### src/rtl/lock_pkg.sv
// Shared state encodings and default parameters for the door-release stage of the digital lock.
package lock_pkg;

  typedef logic [1:0] state_t;

  localparam state_t ST_LOCKED  = 2'b00;
  localparam state_t ST_OPEN    = 2'b01;
  localparam state_t ST_LOCKOUT = 2'b10;

  localparam int DEF_MAX_FAILS      = 3;
  localparam int DEF_FAIL_W         = 2;
  localparam int DEF_HOLD_CYCLES    = 20;
  localparam int DEF_LOCKOUT_CYCLES = 50;

  function automatic int max2(input int a, input int b);
    return (a > b) ? a : b;
  endfunction

endpackage

### src/rtl/lock_timer.sv
// Loadable down-counter shared by the OPEN hold and the LOCKOUT period; done is registered and
// always equals (count == 0).
module lock_timer #(
  parameter int W = 6
) (
  input  logic         clk,
  input  logic         rst,
  input  logic         load,
  input  logic [W-1:0] load_val,
  input  logic         en,
  output logic         done
);

  logic [W-1:0] r_count;
  logic [W-1:0] w_count_next;
  logic         r_done;

  // NOTE: every signal written in always_comb gets a default first so no latch is inferred.
  always_comb begin
    w_count_next = r_count;
    if (load) begin
      w_count_next = load_val;
    end else if (en && (r_count != '0)) begin
      w_count_next = r_count - 1'b1;
    end
  end

  // NOTE: sequential state uses non-blocking assignments so all registers update together.
  always_ff @(posedge clk or negedge rst) begin
    if (!rst) begin
      r_count <= '0;
      r_done  <= 1'b1;
    end else begin
      r_count <= w_count_next;
      r_done  <= (w_count_next == '0);
    end
  end

  assign done = r_done;

endmodule

### src/rtl/lock_door_ctrl.sv
// Door-release controller: opens on a good attempt, counts consecutive failures, and enters a
// timed lockout with a one-cycle alarm after MAX_FAILS failures.
module lock_door_ctrl
  import lock_pkg::*;
#(
  parameter int MAX_FAILS      = DEF_MAX_FAILS,
  parameter int FAIL_W         = DEF_FAIL_W,
  parameter int HOLD_CYCLES    = DEF_HOLD_CYCLES,
  parameter int LOCKOUT_CYCLES = DEF_LOCKOUT_CYCLES
) (
  input  logic              clk,
  input  logic              rst,
  input  logic              unlocked,
  input  logic              attempt,
  input  logic              force_lock,
  output logic              door_release,
  output logic              lockout,
  output logic              alarm,
  output logic [FAIL_W-1:0] fail_count
);

  localparam int TIMER_W = $clog2(max2(HOLD_CYCLES, LOCKOUT_CYCLES) + 1);

  state_t              r_state;
  state_t              w_state_next;
  logic [FAIL_W-1:0]   r_fail_count;
  logic [FAIL_W-1:0]   w_fail_next;
  logic                r_door_release;
  logic                r_lockout;
  logic                r_alarm;
  logic                w_load;
  logic                w_en;
  logic [TIMER_W-1:0]  w_load_val;
  logic                w_done;

  lock_timer #(.W(TIMER_W)) u_timer (
    .clk      (clk),
    .rst      (rst),
    .load     (w_load),
    .load_val (w_load_val),
    .en       (w_en),
    .done     (w_done)
  );

  always_comb begin
    w_state_next = r_state;
    w_fail_next  = r_fail_count;
    w_load       = 1'b0;
    w_load_val   = '0;
    w_en         = 1'b0;
    case (r_state)
      ST_LOCKED: begin
        if (attempt) begin
          if (unlocked) begin
            w_state_next = ST_OPEN;
            w_fail_next  = '0;
            w_load       = 1'b1;
            w_load_val   = TIMER_W'(HOLD_CYCLES - 1);
          end else if (r_fail_count == FAIL_W'(MAX_FAILS - 1)) begin
            w_state_next = ST_LOCKOUT;
            w_fail_next  = FAIL_W'(MAX_FAILS);
            w_load       = 1'b1;
            w_load_val   = TIMER_W'(LOCKOUT_CYCLES - 1);
          end else begin
            w_fail_next = r_fail_count + 1'b1;
          end
        end
      end
      ST_OPEN: begin
        // Leaving OPEN early must still clear the timer so LOCKED always sees it at zero.
        if (force_lock || w_done) begin
          w_state_next = ST_LOCKED;
          w_load       = 1'b1;
        end else begin
          w_en = 1'b1;
        end
      end
      ST_LOCKOUT: begin
        if (w_done) begin
          w_state_next = ST_LOCKED;
          w_fail_next  = '0;
          w_load       = 1'b1;
        end else begin
          w_en = 1'b1;
        end
      end
      default: begin
        w_state_next = ST_LOCKED;
        w_load       = 1'b1;
      end
    endcase
  end

  always_ff @(posedge clk or negedge rst) begin
    if (!rst) begin
      r_state        <= ST_LOCKED;
      r_fail_count   <= '0;
      r_door_release <= 1'b0;
      r_lockout      <= 1'b0;
      r_alarm        <= 1'b0;
    end else begin
      r_state        <= w_state_next;
      r_fail_count   <= w_fail_next;
      r_door_release <= (w_state_next == ST_OPEN);
      r_lockout      <= (w_state_next == ST_LOCKOUT);
      r_alarm        <= (r_state == ST_LOCKED) && (w_state_next == ST_LOCKOUT);
    end
  end

  assign door_release = r_door_release;
  assign lockout      = r_lockout;
  assign alarm        = r_alarm;
  assign fail_count   = r_fail_count;

endmodule

### config.mk
export PLATFORM = sky130hd
export DESIGN_NAME = lock_door_ctrl
export DESIGN_NICKNAME = d
export VERILOG_FILES = /design/src/rtl/lock_pkg.sv /design/src/rtl/lock_timer.sv /design/src/rtl/lock_door_ctrl.sv
export SDC_FILE = /design/constraint.sdc
export NUM_CORES = 1
export LEC_CHECK = 0
export BUFFER_PORTS_ARGS = -buffer_cell sky130_fd_sc_hd__buf_2
export CORE_MARGIN = 10
export CORE_UTILIZATION = 25
export DETAILED_ROUTE_END_ITERATION = 6
export RECOVER_POWER = 25
export SLEW_MARGIN = 40
export SYNTH_ARGS = -nofsm -noshare
export SYNTH_HDL_FRONTEND = slang
export SYNTH_HIERARCHICAL = 1
export SYNTH_SLANG_ARGS = --single-unit
### constraint.sdc
create_clock -name clk -period 2.4 [get_ports clk]
set_input_delay 0 -clock clk [delete_from_list [all_inputs] [get_ports clk]]
set_output_delay 0 -clock clk [all_outputs]
set_load 0.02 [all_outputs]
### After elaboration in Yosys (flattened, before gate mapping)

Cells that the tools add are included.

* register bits: 14
* input bits: 5

* add/subtract/negate cells: 2
* eq/ne operators: 7
* mux-type cells: 26
* reductions and logical operators: 8

Operators by type and width (number)
* 6-bit two-way mux: 6
* 2-bit two-way mux: 9
* 1-bit two-way mux: 7
* 2-bit equality test (second input constant): 3
* 6-bit logical NOT: 1
* 2-bit case mux with 3 select lines: 1
* 6-bit nonzero test: 1
* 6-bit by 1-bit subtractor with 6-bit output (second input constant): 1
* 2-bit by 1-bit equality test with 1-bit output (second input constant): 2
* 2-bit case mux with 2 select lines: 1
* 1-bit case mux with 3 select lines: 1
* 3-bit AND reduction: 1
* 2-bit by 1-bit adder with 2-bit output (second input constant): 1
* 1-bit logical AND: 2
* 2-bit logical NOT: 1
* 2-bit by 1-bit != test with 1-bit output (second input constant): 1
* 2-bit != test (second input constant): 1
* 1-bit case mux with 2 select lines: 1
* 2-bit nonzero test: 1
* 1-bit logical OR: 1

### Logic depth before layout (Yosys ltp)

Gate-level depths: netlist (run 1).

* word-level depth: 7
* depth in mapped cells: 10
* gate-level depth less buffers: 10

### Hierarchy

The synthesis (run 1) kept the hierarchy.

Modules (own cells, without submodules)
* lock_door_ctrl: times used 1, cells an instance 49, area an instance 525.5 um^2, sequential area each 175.2 um^2
* lock_timer: times used 1, cells an instance 45, area an instance 454.2 um^2, sequential area each 176.4 um^2

### Worst setup path after synthesis (run 1)

Ideal clock, no wire load.

* path type: flip-flop to flip-flop
* from: register r_state[1]
* to: register u_timer.r_done (netlist: u_timer/done)
* arrival: 2.195 ns
* required time: 2.311 ns
* path slack: 0.115 ns
* stages on the path, launching flop included: 10
* path buffers: 0
* period minus slack after synthesis: 2.285 ns
* cell sequence: dfrtp_1 -> inv_1 -> ha_1 -> and2b_1 -> o21ba_2 -> and2_1 -> or4b_4 -> a211oi_2 -> o221ai_2 -> nor4b_2

* longest elaborated chain between the ends: 6
* elaborated cells on any way between the ends: 10
* classes of those cells: eq/ne: 2; mux: 5; reduce/logical: 3

RTL lines
* start: declaration: line lock_door_ctrl.sv:24 `state_t r_state;`
* start signal: assignment: line lock_door_ctrl.sv:102 `r_state <= w_state_next;`
* 2-bit equality test or 2-bit by 1-bit equality test with 1-bit output (tied branches): line lock_door_ctrl.sv:51 `case (r_state)`
* 1-bit case mux with 2 select lines (*): line lock_door_ctrl.sv:51
* net w_en: line lock_door_ctrl.sv:32 `logic w_en;`
* 1-bit logical AND (*): line lock_timer.sv:23 `end else if (en && (r_count != '0)) begin`
* 6-bit two-way mux (*): line lock_timer.sv:23
* 6-bit two-way mux (*): line lock_timer.sv:21 `if (load) begin`
* 6-bit logical NOT (*): line lock_timer.sv:35 `r_done <= (w_count_next == '0);`
* end signal: assignment: line lock_timer.sv:35
* end: declaration: line lock_timer.sv:16 `logic r_done;`

The timed path passes the listed nets; every way through them passes the cells marked *.
A chain may end at the register's enable or synchronous reset.

### Worst setup path in the final report (run 1)

Same ends and word-level chain as after synthesis.

==> impl.org, run 1 <==
** Critical path
- Crit path kind :: flop to flop
- Required arrival time at the worst endpoint :: 2.56 ns
- Worst EP arrival :: 2.46 ns
- Crit Path Max Fanout :: 4
- Type of element launching the critical path :: flop
- Crit. End Element :: flop

** STA
- Setup slack of the critical path after layout :: 0.0939 ns
- The clock arrives with 0.00122 ns of skew.
- For this run, the top clock speed supported by timing is between 0.4 and 0.5 GHz.
- Setup repair after global routing missed its margin :: no
- Number of failing hold endpoints at the final stage :: 0
- At the pin with the least slew margin, the transition time is 0.804 ns.
- Counting I/O delays and the setup requirement, the final critical path takes roughly 2.3 ns.
- Setup_tns :: 0 ns
- Final setup violation count :: 0
- Headroom to the max-slew limit came out at between 40% and 50%.
- Final Slew Violations :: 0
- Tcrit/Tclk final :: about 96%

** Global route
- Via count of the first global-routing pass :: between 700 and 800
- Entering global routing, the biggest net connects 15 pins.
- The initial antenna violation count is 0.
- The first global-routing pass estimated 3520 µm of wire.
- GRT Overall Usage :: 6.63%
- Summed over all layers, the global routing overflow is 0.

** Routing
- For this run, design rule violations remaining after detail routing come to 0.
- For this run, the detailed router's first-pass iteration total came to 4.
- Using the TritonRoute via totals, the vias-per-cell ratio works out to around 4.6.
- The routed design has 2090 µm of wire.
- Iteration-0 DRC Markers :: 19
- Dividing the detail-routed wire length by the instance count gives between 10 and 15 µm.
- Count of antenna-violating nets left after detailed routing :: 0
- The routed layout has 749 vias.

** Yosys
- Number of distinct standard cells referenced by the synthesized netlist :: 44
- Cell with the most instances after synthesis :: dfrtp_1
- Of the post-synthesis cell area, the part taken by muxes is roughly 7.4%.
- The share of synthesized area in the top cell type comes to roughly a third.
- Ranked by total cell area, the synthesized netlist is headed by dfrtp_1 33%, ha_1 8.9%, mux2i_1 5.1%, dfstp_2 2.7%, inv_1 2.7%.
- Most used DFF post-synth :: dfrtp_1
- In the synthesized netlist, the number of instances is 94.
- Post-synth design cell area :: 980 µm²
- Dominant combinational cell family by area after synthesis :: simple AND/OR/NAND/NOR gates
- Cell accounting for the most synthesized area :: dfrtp_1
- By count the netlist is led by 13 x dfrtp_1, 7 x ha_1, 7 x inv_1.
- Counting flops and latches in the post-synthesis netlist gives 14.
- Yosys mapped a number of flops with a built-in enable equal to 0.
- The synthesized netlist devotes between 20% and 30% of its cell area to compound gates.
- The synthesized netlist devotes around 9% of its cell area to adder and majority cells.
- For this run, the number of Yosys warnings is 6.
- Summing the areas of all xor and xnor instances in the mapped netlist gives 0.894% of the synthesized area.
- Proportion of register bits with asynchronous set or reset after synthesis :: 100%
- After synthesis, flip-flops and latches occupy 35.9% of the total area.
- Post-synthesis share of cell area spent on and, or, nand and nor gates :: 22.9%
- The average instance in the mapped netlist occupies about 10 µm².

** Finish
- 0 antenna diodes ended up in the layout.
- After routing the design area is 1240 µm².
- Excluding fillers, the count of instances in the completed layout stands at 162.
- At the end of the flow, the number of nets in the layout was between 100 and 150.
- Proportion of layout cells with a drive suffix above 1 :: 36.8%
- Relative to the synthesized area, the layout overhead comes to 26.4%.

** Placement
- Placed Cells :: ~150
- Count of port buffers added during placement :: 9
- Place WS :: around 0.023 ns
- Post-placement cell area :: around 1100 µm²
- Sum of net half-perimeters after detailed placement :: 1620 µm
- At the end of routability-driven placement, the weighted congestion stood at 0.805.

** Floorplan
- Die span in x :: 82.6 µm
- From bottom edge to top edge, the die measures 82.6 µm.
- Die Area :: 6820 µm²
- Row cnt :: 22
- The initial utilization of the core area, before any placement, comes to 26.4%.
- Number of top-level design ports :: 10
- After floorplanning, the core was sized to cover 3720 µm².

** CTS
- At the later pin of the worst-skew pair, clock insertion delay measures 0.24 ns.
- TritonCTS built the clock tree.
- CTS buffer count :: 3
- Counting along the longest clock path gives a buffer depth of 2.
- In this run the number of H-tree levels came out at 1.
- After clock tree synthesis, the clock-pin slew on the worst setup and hold paths is 0.06 ns.
- Clock Sinks :: 14
- The tree is rooted in a clkbuf_8.

** Hold path
- The worst hold path belongs to the class primary input to flop.

** Pwr
- In this run the power density over the cells is 1120 nW/µm².
- Highest ir drop seen on vdd :: 0.245 mV
- Summed over all cells, the static leakage comes to 0.000539 µW.

** Status
- Outcome :: finished, final reports clean

** Job
- Max-cap violations in this run came to 0.
-- worst paths after layout --
path / from / to / slack, ns / cells past startpoint
worst min-delay path: unlocked / fail_count[0]$_DFFE_PN0P_ / 0.1 / 4
worst max register to register: r_state[1]$_DFF_PN0_ / u_timer/done$_DFF_PN1_ / 0.09 / 9
worst max-delay path: r_state[1]$_DFF_PN0_ / u_timer/done$_DFF_PN1_ / 0.09 / 9
max in group asynchronous: rst / r_state[0]$_DFF_PN0_ / 1.49 / 2
min in group asynchronous: rst / u_timer/r_count[5]$_DFF_PN0_ / 0.36 / 2
worst min register to register: fail_count[1]$_DFFE_PN0P_ / fail_count[1]$_DFFE_PN0P_ / 0.53 / 1
-- cell usage in the layout, fill, tap and decap left out, types with 2 or more instances in the layout --
| cell type | count |
|---|---|
| buf_4 | 6 |
| buf_2 | 8 |
| nor3_1 | 2 |
| inv_1 | 6 |
| nand2_1 | 5 |
| o21ai_1 | 2 |
| a211o_1 | 2 |
| nor2_1 | 6 |
| nand3_1 | 2 |
| nor2_4 | 2 |
| ha_1 | 5 |
| a211oi_4 | 3 |
| o21ai_0 | 3 |
| nor2b_1 | 3 |
| a21oi_1 | 4 |
| mux2i_1 | 5 |
| conb_1 | 2 |
| dfrtp_1 | 12 |
| clkbuf_8 | 4 |
-- cell families (layout without fill, tap and decap cells) --
kind of cell             Yosys count  after routing
buffers and inverters              8             27
AND/OR/NAND/NOR                   34             34
flip-flops                        14             14
multiplexers                       7              7
AO/OA/AOI/OAI                     22             22
adder cells (fa/ha/maj)            7              7
XOR/XNOR                           1              1
other                              1              2
-- critical path, cell delays in order, from the launching register on --
cell and delay [ns]:
dfrtp_1 0.39, inv_2 0.09, ha_4 0.14, and2b_2 0.16, o21ba_4 0.13, and2_4 0.15, or4b_4 0.50, a211oi_4 0.29
o221ai_2 0.12, nor4b_2 0.25
-- flip-flops by register name (all words and copies together) (netlist names) --
signal	count
fail_count	2
u_timer/done	1
alarm	1
u_timer/r_count	6
r_state	2
door_release	1
lockout	1
-- where the power goes --
part / total [µW] / switching [µW] / internal [µW]
logic: 750 / 405 / 345
clock network: 226 / 81.1 / 145
registers: 416 / 87.6 / 329
total: 1390 / 573 / 819
-- cell type report --
type | count | area (µm²)
tap | 48 | 60.1
fill | 379 | 2480
clock buffer | 4 | 55.1
timing repair buffer | 16 | 98.8
inverter | 7 | 26.3
sequential | 14 | 353
multi-input combinational | 73 | 646
-- stage by stage --
step	hold WS, ns	util [%]	total power, µW
finish	0.0992	33.3	1390
CTS	0.101	32.1	1360
global placement	-0.0803	29.8	1070
floorplan	-0.296	-	924
global route	0.126	33.3	1510
detailed placement	-0.0752	29.8	1090
-- repair_timing --
action / 4_1_cts / 5_1_grt
setup endpoints to repair: 1 / 1
buffers inserted: 1 / 2
resized for setup: 3 / 8
hold endpoints to repair: 14 / 0
pin swaps: 1 / 3
hold buffers: 1 / 0
-- routing by layer --
metal | routed length (µm) | share of wire, % | track usage (%)
met1 | 863 | 41 | 7.30
met2 | 1130 | 54 | 11.2
met3 | 71 | 3.4 | 2.59
met4 | 22 | 1.1 | 2.68
met5 | 0 | 0 | 0
No activity file was read; power rests on OpenSTA's default activity.
==> run 2: changes to the inputs <==
--- a/config.mk
+++ b/config.mk
@@ -7,8 +7,9 @@
 export LEC_CHECK = 0
 export BUFFER_PORTS_ARGS = -buffer_cell sky130_fd_sc_hd__buf_2
 export CORE_MARGIN = 10
-export CORE_UTILIZATION = 25
+export CORE_UTILIZATION = 50
 export DETAILED_ROUTE_END_ITERATION = 6
+export PLACE_DENSITY = 0.78
 export RECOVER_POWER = 25
 export SLEW_MARGIN = 40
 export SYNTH_ARGS = -nofsm -noshare
==> impl.org, run 2 (synthesis results as in run 1) <==
** Routing
- Number of vias per cell :: 5.40
- Iteration-0 DRC Markers :: 9
- In the final routed layout, each cell accounts on average for 14.8 µm.
- For this run, design rule violations remaining after detail routing come to 0.
- In this run the remaining antenna-violating nets after routing total 0.
- Met3 wire length :: 78 µm
- The first detailed-routing pass took 4 iterations.
- Wires add up to around 2100 µm.
- Top routing layer in use :: met4
- The routed layout has 756 vias.
- After detailed routing, the wire length on met1 is roughly 1000 µm.
- Met2 WL :: 951 µm

** Critical path
- Launch point of the worst reg-to-reg path :: r_state[1]$_DFF_PN0_
- Worst R2R Setup Slack :: around 0.10 ns
- STA classifies the critical path endpoint as a flop.
- Along the worst path, the maximum fanout reaches 3.
- Data on the critical path arrives at its endpoint at 2.49 ns.
- Crit path kind :: flop to flop
- The number of cells on the worst reg-to-reg path is 9.
- STA classifies the critical path startpoint as a flop.
- In this run the critical register-to-register path is captured at u_timer/done$_DFF_PN1_.
- At the worst endpoint, the required time is 2.59 ns.
- The critical path starts at r_state[1]$_DFF_PN0_.

** CTS
- The tree built by TritonCTS fans out to 14 sinks.
- TritonCTS created 3 clock buffers.
- No sink is reached through more buffers than the 2 on the longest clock path.
- TritonCTS built the clock tree.
- H-Tree Level Count :: 1
- Clock-pin slew was measured on the worst setup and hold paths at about 0.090 ns.
- Clock network latency to the later pin of the worst-skew pair :: between 0.2 and 0.3 ns
- CTS root buf :: clkbuf_4

** STA
- Setup violations remaining at the end of the flow were counted as 0.
- The number of hold-slack violations in the final timing report came to 0.
- Clock tree skew after final layout :: 0.00192 ns
- For the pin with the worst max-slew slack, the measured transition is 0.780 ns.
- Setup slack of the critical path after layout :: 0.103 ns
- The worst pin sits at a relative slew slack of approximately 48%.
- The final max-slew violation count came to 0.
- Timing would allow up to 0.435 GHz.
- Setup_tns :: 0 ns
- Counting I/O delays and the setup requirement, the final critical path takes 2.30 ns.
- Tcrit/Tclk final :: 95.7%

** Hold path
- The path with the worst hold slack has its endpoint at fail_count[0]$_DFFE_PN0P_.
- WHS Path Cells :: 4
- HP Start :: unlocked
- In this run the worst hold path is classified as primary input to flop.

** Global route
- Across every metal layer, demand over resource in global routing totals 10.1%.
- Global routing finished with a remaining overflow of 0.
- Number of antenna violations at the first check in global routing :: 0
- Entering global routing, the biggest net connects 15 pins.
- The first global-routing pass estimated 3440 µm of wire.
- Via count of the first global-routing pass :: 796

** Pwr
- Pwr dens :: 1140 nW/µm²
- The analysis attributes to cell leakage a power of 0.000535 µW.
- IR analysis of the VDD net gives a maximum drop of 0.623 mV.

** Finish
- Leaving out fill and tap cells, the most frequent cell in the layout is dfrtp_1.
- 0 antenna diodes ended up in the layout.
- Most used cells in the layout excluding fill and tap cells :: 12 x dfrtp_1, 8 x buf_2, 7 x buf_4
- Biggest register :: u_timer/r_count
- After the flow finishes, the layout carries non-filler instances totaling 140.
- For this run, the share of the core covered by cells in the final layout is 66.8%.
- From synthesis to final layout, the design area changed by 21.6%.
- At the end of the flow, the number of nets in the layout was 128.
- Proportion of layout cells with a drive suffix above 1 :: 38.3%
- The register with the most flip-flops in the layout has 6 of them.

** Placement
- Routability Congestion :: 0.872
- After legalization and detailed placement, the total HPWL measured 1560 µm.
- Count of port buffers added during placement :: 9
- At the placement stage, the worst setup path has a slack of -0.0606 ns.
- After detailed placement, the design holds a cell count of 132.

** Floorplan
- The initial utilization of the core area, before any placement, comes to 54.9%.
- The floorplan step set the die width to 64.3 µm.
- Core area :: 1780 µm²
- Number of top-level design ports :: 10
- Measured along the y axis, the die boundary spans 64.3 µm.
- Row cnt :: 15
- The floorplan step defined a die boundary enclosing 4130 µm².

** Job
- Max-Cap Viols :: 0

** Status
- Outcome :: finished, final reports clean
-- run 2: metal layers --
layer,vias up,GRT usage (%)
li1,378,-
met1,360,11.6
met2,13,17.0
met3,5,2.79
met4,0,4.81
met5,-,0
-- run 2: critical path, cell delays in order (launching register included) --
cell and delay, ns:
dfrtp_1 0.40, inv_2 0.09, ha_4 0.14, and2b_2 0.16, o21ba_4 0.13, and2_4 0.13
or4b_4 0.48, a211oi_4 0.30, o221ai_2 0.13, nor4b_2 0.25
-- run 2: stage by stage --
step	power (µW)	hold WS (ns)	area (µm²)
after global routing	1470	0.0623	1190
after detailed placement	1110	-0.0860	1080
final	1360	0.0500	1190
after global placement	1070	-0.0874	1080
after CTS	1330	0.0446	1160
after floorplan	924	-0.296	983
-- run 2: timing repair --
action | 4_1_cts | 5_1_grt
gates cloned | 0 | 0
hold endpoints to repair | 14 | 0
hold buffers | 1 | 0
setup endpoints to repair | 1 | 1
setup buffers | 2 | 1
gates resized for setup | 4 | 7
pin swaps | 2 | 5
-- run 2: where the power goes --
group          switching, µW  total [µW]  internal, µW
registers               82.0         410           328
logic                    421         776           355
clock network           80.3         173          92.4
total                    583        1360           775
-- run 2: final cells by class --
class	instances	area [µm²]
Fill cell	136	592
Multi-Input combinational cell	73	638
Timing Repair Buffer	17	106
Tap cell	25	31.3
Sequential cell	14	353
Clock buffer	4	36.3
Inverter	7	26.3
-- run 2: worst max path at each step --
stage,to,slack (ns),depth (start not counted)
2_1_floorplan,u_timer/done$_DFF_PN1_,0.12,9
3_3_place_gp,u_timer/done$_DFF_PN1_,0.10,8
3_5_place_dp,u_timer/done$_DFF_PN1_,-0.06,8
4_1_cts,u_timer/done$_DFF_PN1_,0.004,9
5_1_grt,u_timer/done$_DFF_PN1_,-0.001,9
6_report,u_timer/done$_DFF_PN1_,0.10,9
==> run 3: changes to the inputs <==
--- a/config.mk
+++ b/config.mk
@@ -8,11 +8,11 @@
 export BUFFER_PORTS_ARGS = -buffer_cell sky130_fd_sc_hd__buf_2
 export CORE_MARGIN = 10
 export CORE_UTILIZATION = 50
+export CTS_CLUSTER_SIZE = 14
 export DETAILED_ROUTE_END_ITERATION = 6
-export PLACE_DENSITY = 0.78
+export PLACE_DENSITY = 0.79
 export RECOVER_POWER = 25
 export SLEW_MARGIN = 40
 export SYNTH_ARGS = -nofsm -noshare
 export SYNTH_HDL_FRONTEND = slang
-export SYNTH_HIERARCHICAL = 1
 export SYNTH_SLANG_ARGS = --single-unit
==> impl.org, run 3 <==
** Critical path
- STA puts the critical path data required time at roughly 2.6 ns.
- The worst setup path is captured at a flop.
- At the worst endpoint, the arrival time is 2.10 ns.
- Crit path kind :: flop to flop
- Crit Path Max Fanout :: 8
- Type of element launching the critical path :: flop
- Launch point of the worst reg-to-reg path :: r_state[1]$_DFF_PN0_
- In this run the worst setup path begins at r_state[1]$_DFF_PN0_.

** Global route
- The initial antenna violation count is 0.
- Global routing finished with a remaining overflow of 0.
- The first global-routing pass estimated ~3100 µm of wire.
- Global routing used 9.61% of the available tracks.
- The via count of the first global-routing pass was 673.
- Entering global routing, the biggest net connects 15 pins.

** STA
- Slew at the pin with the worst max-slew slack :: 0.740 ns
- Setup total negative slack on the finished layout was measured at 0 ns.
- Dividing the final minimum period by the clock period gives approximately 80%.
- Number of failing hold endpoints at the final stage :: 0
- Minimum period implied by the final worst setup slack :: around 1.9 ns
- Setup repair after global routing left no endpoint under its margin.
- The tightest hold path in the finished design has a slack of slightly above 0.09 ns.
- Derived from the worst setup path, the maximum achievable clock frequency is 0.522 GHz.
- For the final database, setup skew stands at 0.00885 ns.
- The final max-slew violation count is 0.
- Slew margin rel. :: 50.7%
- Setup violations remaining at the end of the flow were counted as 0.

** Pwr
- Final total power :: 1180 µW
- Pwr dens :: 1180 nW/µm²
- Across the VDD grid, the largest voltage drop is approximately 0.65 mV.
- The analysis attributes to cell leakage a power of 0.000486 µW.

** Placement
- At the end of routability-driven placement, the weighted congestion stood at 0.865.
- Placed Cells :: 122
- In this run the cell area measured after placement is 965 µm².
- Sum of net half-perimeters after detailed placement :: 1410 µm
- Count of port buffers added during placement :: 9

** CTS
- Counting along the longest clock path gives a buffer depth of 2.
- TritonCTS built the clock tree.
- Clock latency on the worst-skew pair, taken at its later pin, is 0.28 ns.
- Once the clock tree was built, the resizer swapped 0 gates to a different size.
- CTS built an H-tree with a depth of 1.
- The tree is rooted in a clkbuf_4.
- CTS buffer count :: 3
- After clock tree synthesis, the clock-pin slew on the worst setup and hold paths is about 0.080 ns.
- Clock Sinks :: 14

** Routing
- In the detailed route, the total length drawn on met3 is 58 µm.
- After the first detailed-routing iteration, the DRC count stood at 7.
- Routed wire per std cell :: 13.7 µm
- Initial DRT Pass Iterations :: 4
- For this run, design rule violations remaining after detail routing come to 0.
- Summed over all nets, wire length on met2 after detailed routing comes to 867 µm.
- Aggregate routed wire length :: 1740 µm
- In the final routing, the length of wire on met1 measures a little under 800 µm.
- Total number of vias :: about 660
- Number of vias per cell :: 5.23
- After detailed routing, no signal wire sits above met4.
- The count of nets left with antenna violations once routing finished came out at 0.

** Yosys
- During synthesis, Yosys emitted a total of 0 warnings.
- The biggest area contributor in the post-synthesis netlist is dfrtp_1.
- After synthesis, the largest area contributor takes up 36.6% of total cell area.
- Number of flip-flops and latches in the synthesized netlist :: 14
- EDFF count, synth :: 0
- By count the netlist is led by 13 x dfrtp_1, 12 x inv_1, 7 x a21oi_1, 7 x ha_1, 5 x nor2_1.
- The cell area that synthesis handed to floorplanning was 888 µm².
- Gate count of the mapped netlist :: 88
- Top area cells in the synthesized netlist :: dfrtp_1 37%, ha_1 9.9%, inv_1 5.1%, a21oi_1 3.9%, a21oi_4 3.7%
- Number of distinct standard cells referenced by the synthesized netlist :: 34
- Proportion of register bits with asynchronous set or reset after synthesis :: 100%
- The most used flip-flop cell after synthesis is dfrtp_1.
- Mean instance size in the synthesized netlist :: 10.1 µm²
- Summing the sequential cell areas from Yosys gives 39.6% of the chip area.
- Net count after synthesis :: 100
- Cell with the most instances after synthesis :: dfrtp_1

** Job
- Max-cap violations in this run came to 0.

** Floorplan
- Core area :: 1710 µm²
- The floorplan step defined a die boundary enclosing about 3900 µm².
- Number of top-level design ports :: 10
- In this run the horizontal extent of the chip is approximately 62 µm.
- After floorplanning, the core was divided into 15 placement rows.
- The die is 62.2 µm tall.
- Once the floorplan was initialized, standard cells occupied 52.0% of the core.

** Finish
- Most used cells in the layout excluding fill and tap cells :: 13 x dfrtp_1, 12 x inv_1, 8 x buf_2
- Multi-input gate area in the final layout :: between 400 and 500 µm²
- Biggest register :: u_timer.r_count
- In the final layout, the share of cells above drive strength 1 is about a quarter.
- Non-filler cells, final :: between 100 and 150
- 0 antenna diodes ended up in the layout.
- Number of flip-flops in the largest register :: 6
- The final layout contains around 120 nets.
- Once layout is done, the placed cells without fillers occupy between 900 and 1000 µm².
- Registers take between 300 and 400 µm².
- Fill cell instance count of the final layout :: 149
- The library cell used most frequently in the layout, excluding fill and tap cells, is dfrtp_1.
- Post-synthesis to final-layout area growth :: 12.5%

** Status
- The run finished with clean final reports.

** Hold path
- Class of the most critical hold timing path :: primary input to flop
- In this run the most critical hold path is launched from unlocked.
run 3: cell count changes after synthesis, sizes merged, moves of 2 or more:
| cell | previous run | this run |
|---|---|---|
| o211ai | 0 | 2 |
| a211o | 2 | 0 |
| nand2 | 5 | 3 |
| a21boi | 2 | 0 |
| a211oi | 3 | 1 |
| mux2i | 5 | 1 |
| nor2b | 3 | 0 |
| nor2 | 8 | 6 |
| inv | 7 | 12 |
| nand4 | 0 | 3 |
| xor2 | 0 | 3 |
| a21oi | 5 | 9 |
| nand3 | 2 | 4 |
run 3: per-stage QoR:
stage | setup slack [ns] | utilization (%)
final | 0.486 | 58.5
after global routing | 0.239 | 58.5
after CTS | 0.506 | 58.6
after detailed placement | 0.543 | 56.5
after global placement | 0.574 | 56.5
after floorplan | 0.686 | -
run 3: what timing repair did:
item	4_1_cts	5_1_grt
hold endpoints to repair	14	0
setup endpoints to repair	0	0
setup buffers	0	0
hold buffers	1	0
run 3: worst paths after layout:
check / end / slack, ns / cells past startpoint
worst max-delay path: u_timer.done$_DFF_PN1_ / 0.49 / 8
max in group asynchronous: u_timer.r_count[5]$_DFF_PN0_ / 1.61 / 2
worst min register to register: fail_count[1]$_DFFE_PN0P_ / 0.58 / 1
worst min-delay path: fail_count[0]$_DFFE_PN0P_ / 0.09 / 4
min in group asynchronous: lockout$_DFF_PN0_ / 0.31 / 2
worst max register to register: u_timer.done$_DFF_PN1_ / 0.49 / 8
run 3: routing by layer:
metal | global-route usage [%] | vias to the layer above
li1 | - | 336
met4 | 5.71 | 0
met1 | 11.0 | 313
met2 | 15.5 | 11
met5 | 0 | -
met3 | 2.69 | 4
run 3: final cells by class:
class / count / share of cell area [%]
Tap cell: 25 / 3.13
Inverter: 12 / 4.51
Clock buffer: 4 / 2.63
Sequential cell: 14 / 35.2
Timing Repair Buffer: 10 / 5.38
Multi-Input combinational cell: 62 / 49.2
run 3: report_power, final:
group / switching [µW] / internal (µW) / leakage [µW]
clock: 73.0 / 64.5 / 0.0000150
sequential: 71.4 / 326 / 0.000177
combinational: 383 / 264 / 0.000294
run 3: logic make-up after synthesis:
kind of cell    share of synthesized area [%]
fa+ha+maj                                9.86
xor+xnor                                 3.94
buf+inv                                  5.07
simple gates                             17.7
flops                                    39.6
compound gates                           21.4
mux                                      2.39
run 3: worst max-delay path: stages, from the launching register on:
cell      delay [ns]
dfrtp_1         0.41
inv_1           0.11
ha_1            0.20
nand2b_1        0.12
a21oi_4         0.26
nand4_1         0.15
xor2_1          0.16
o21ai_0         0.14
nor4_2          0.26
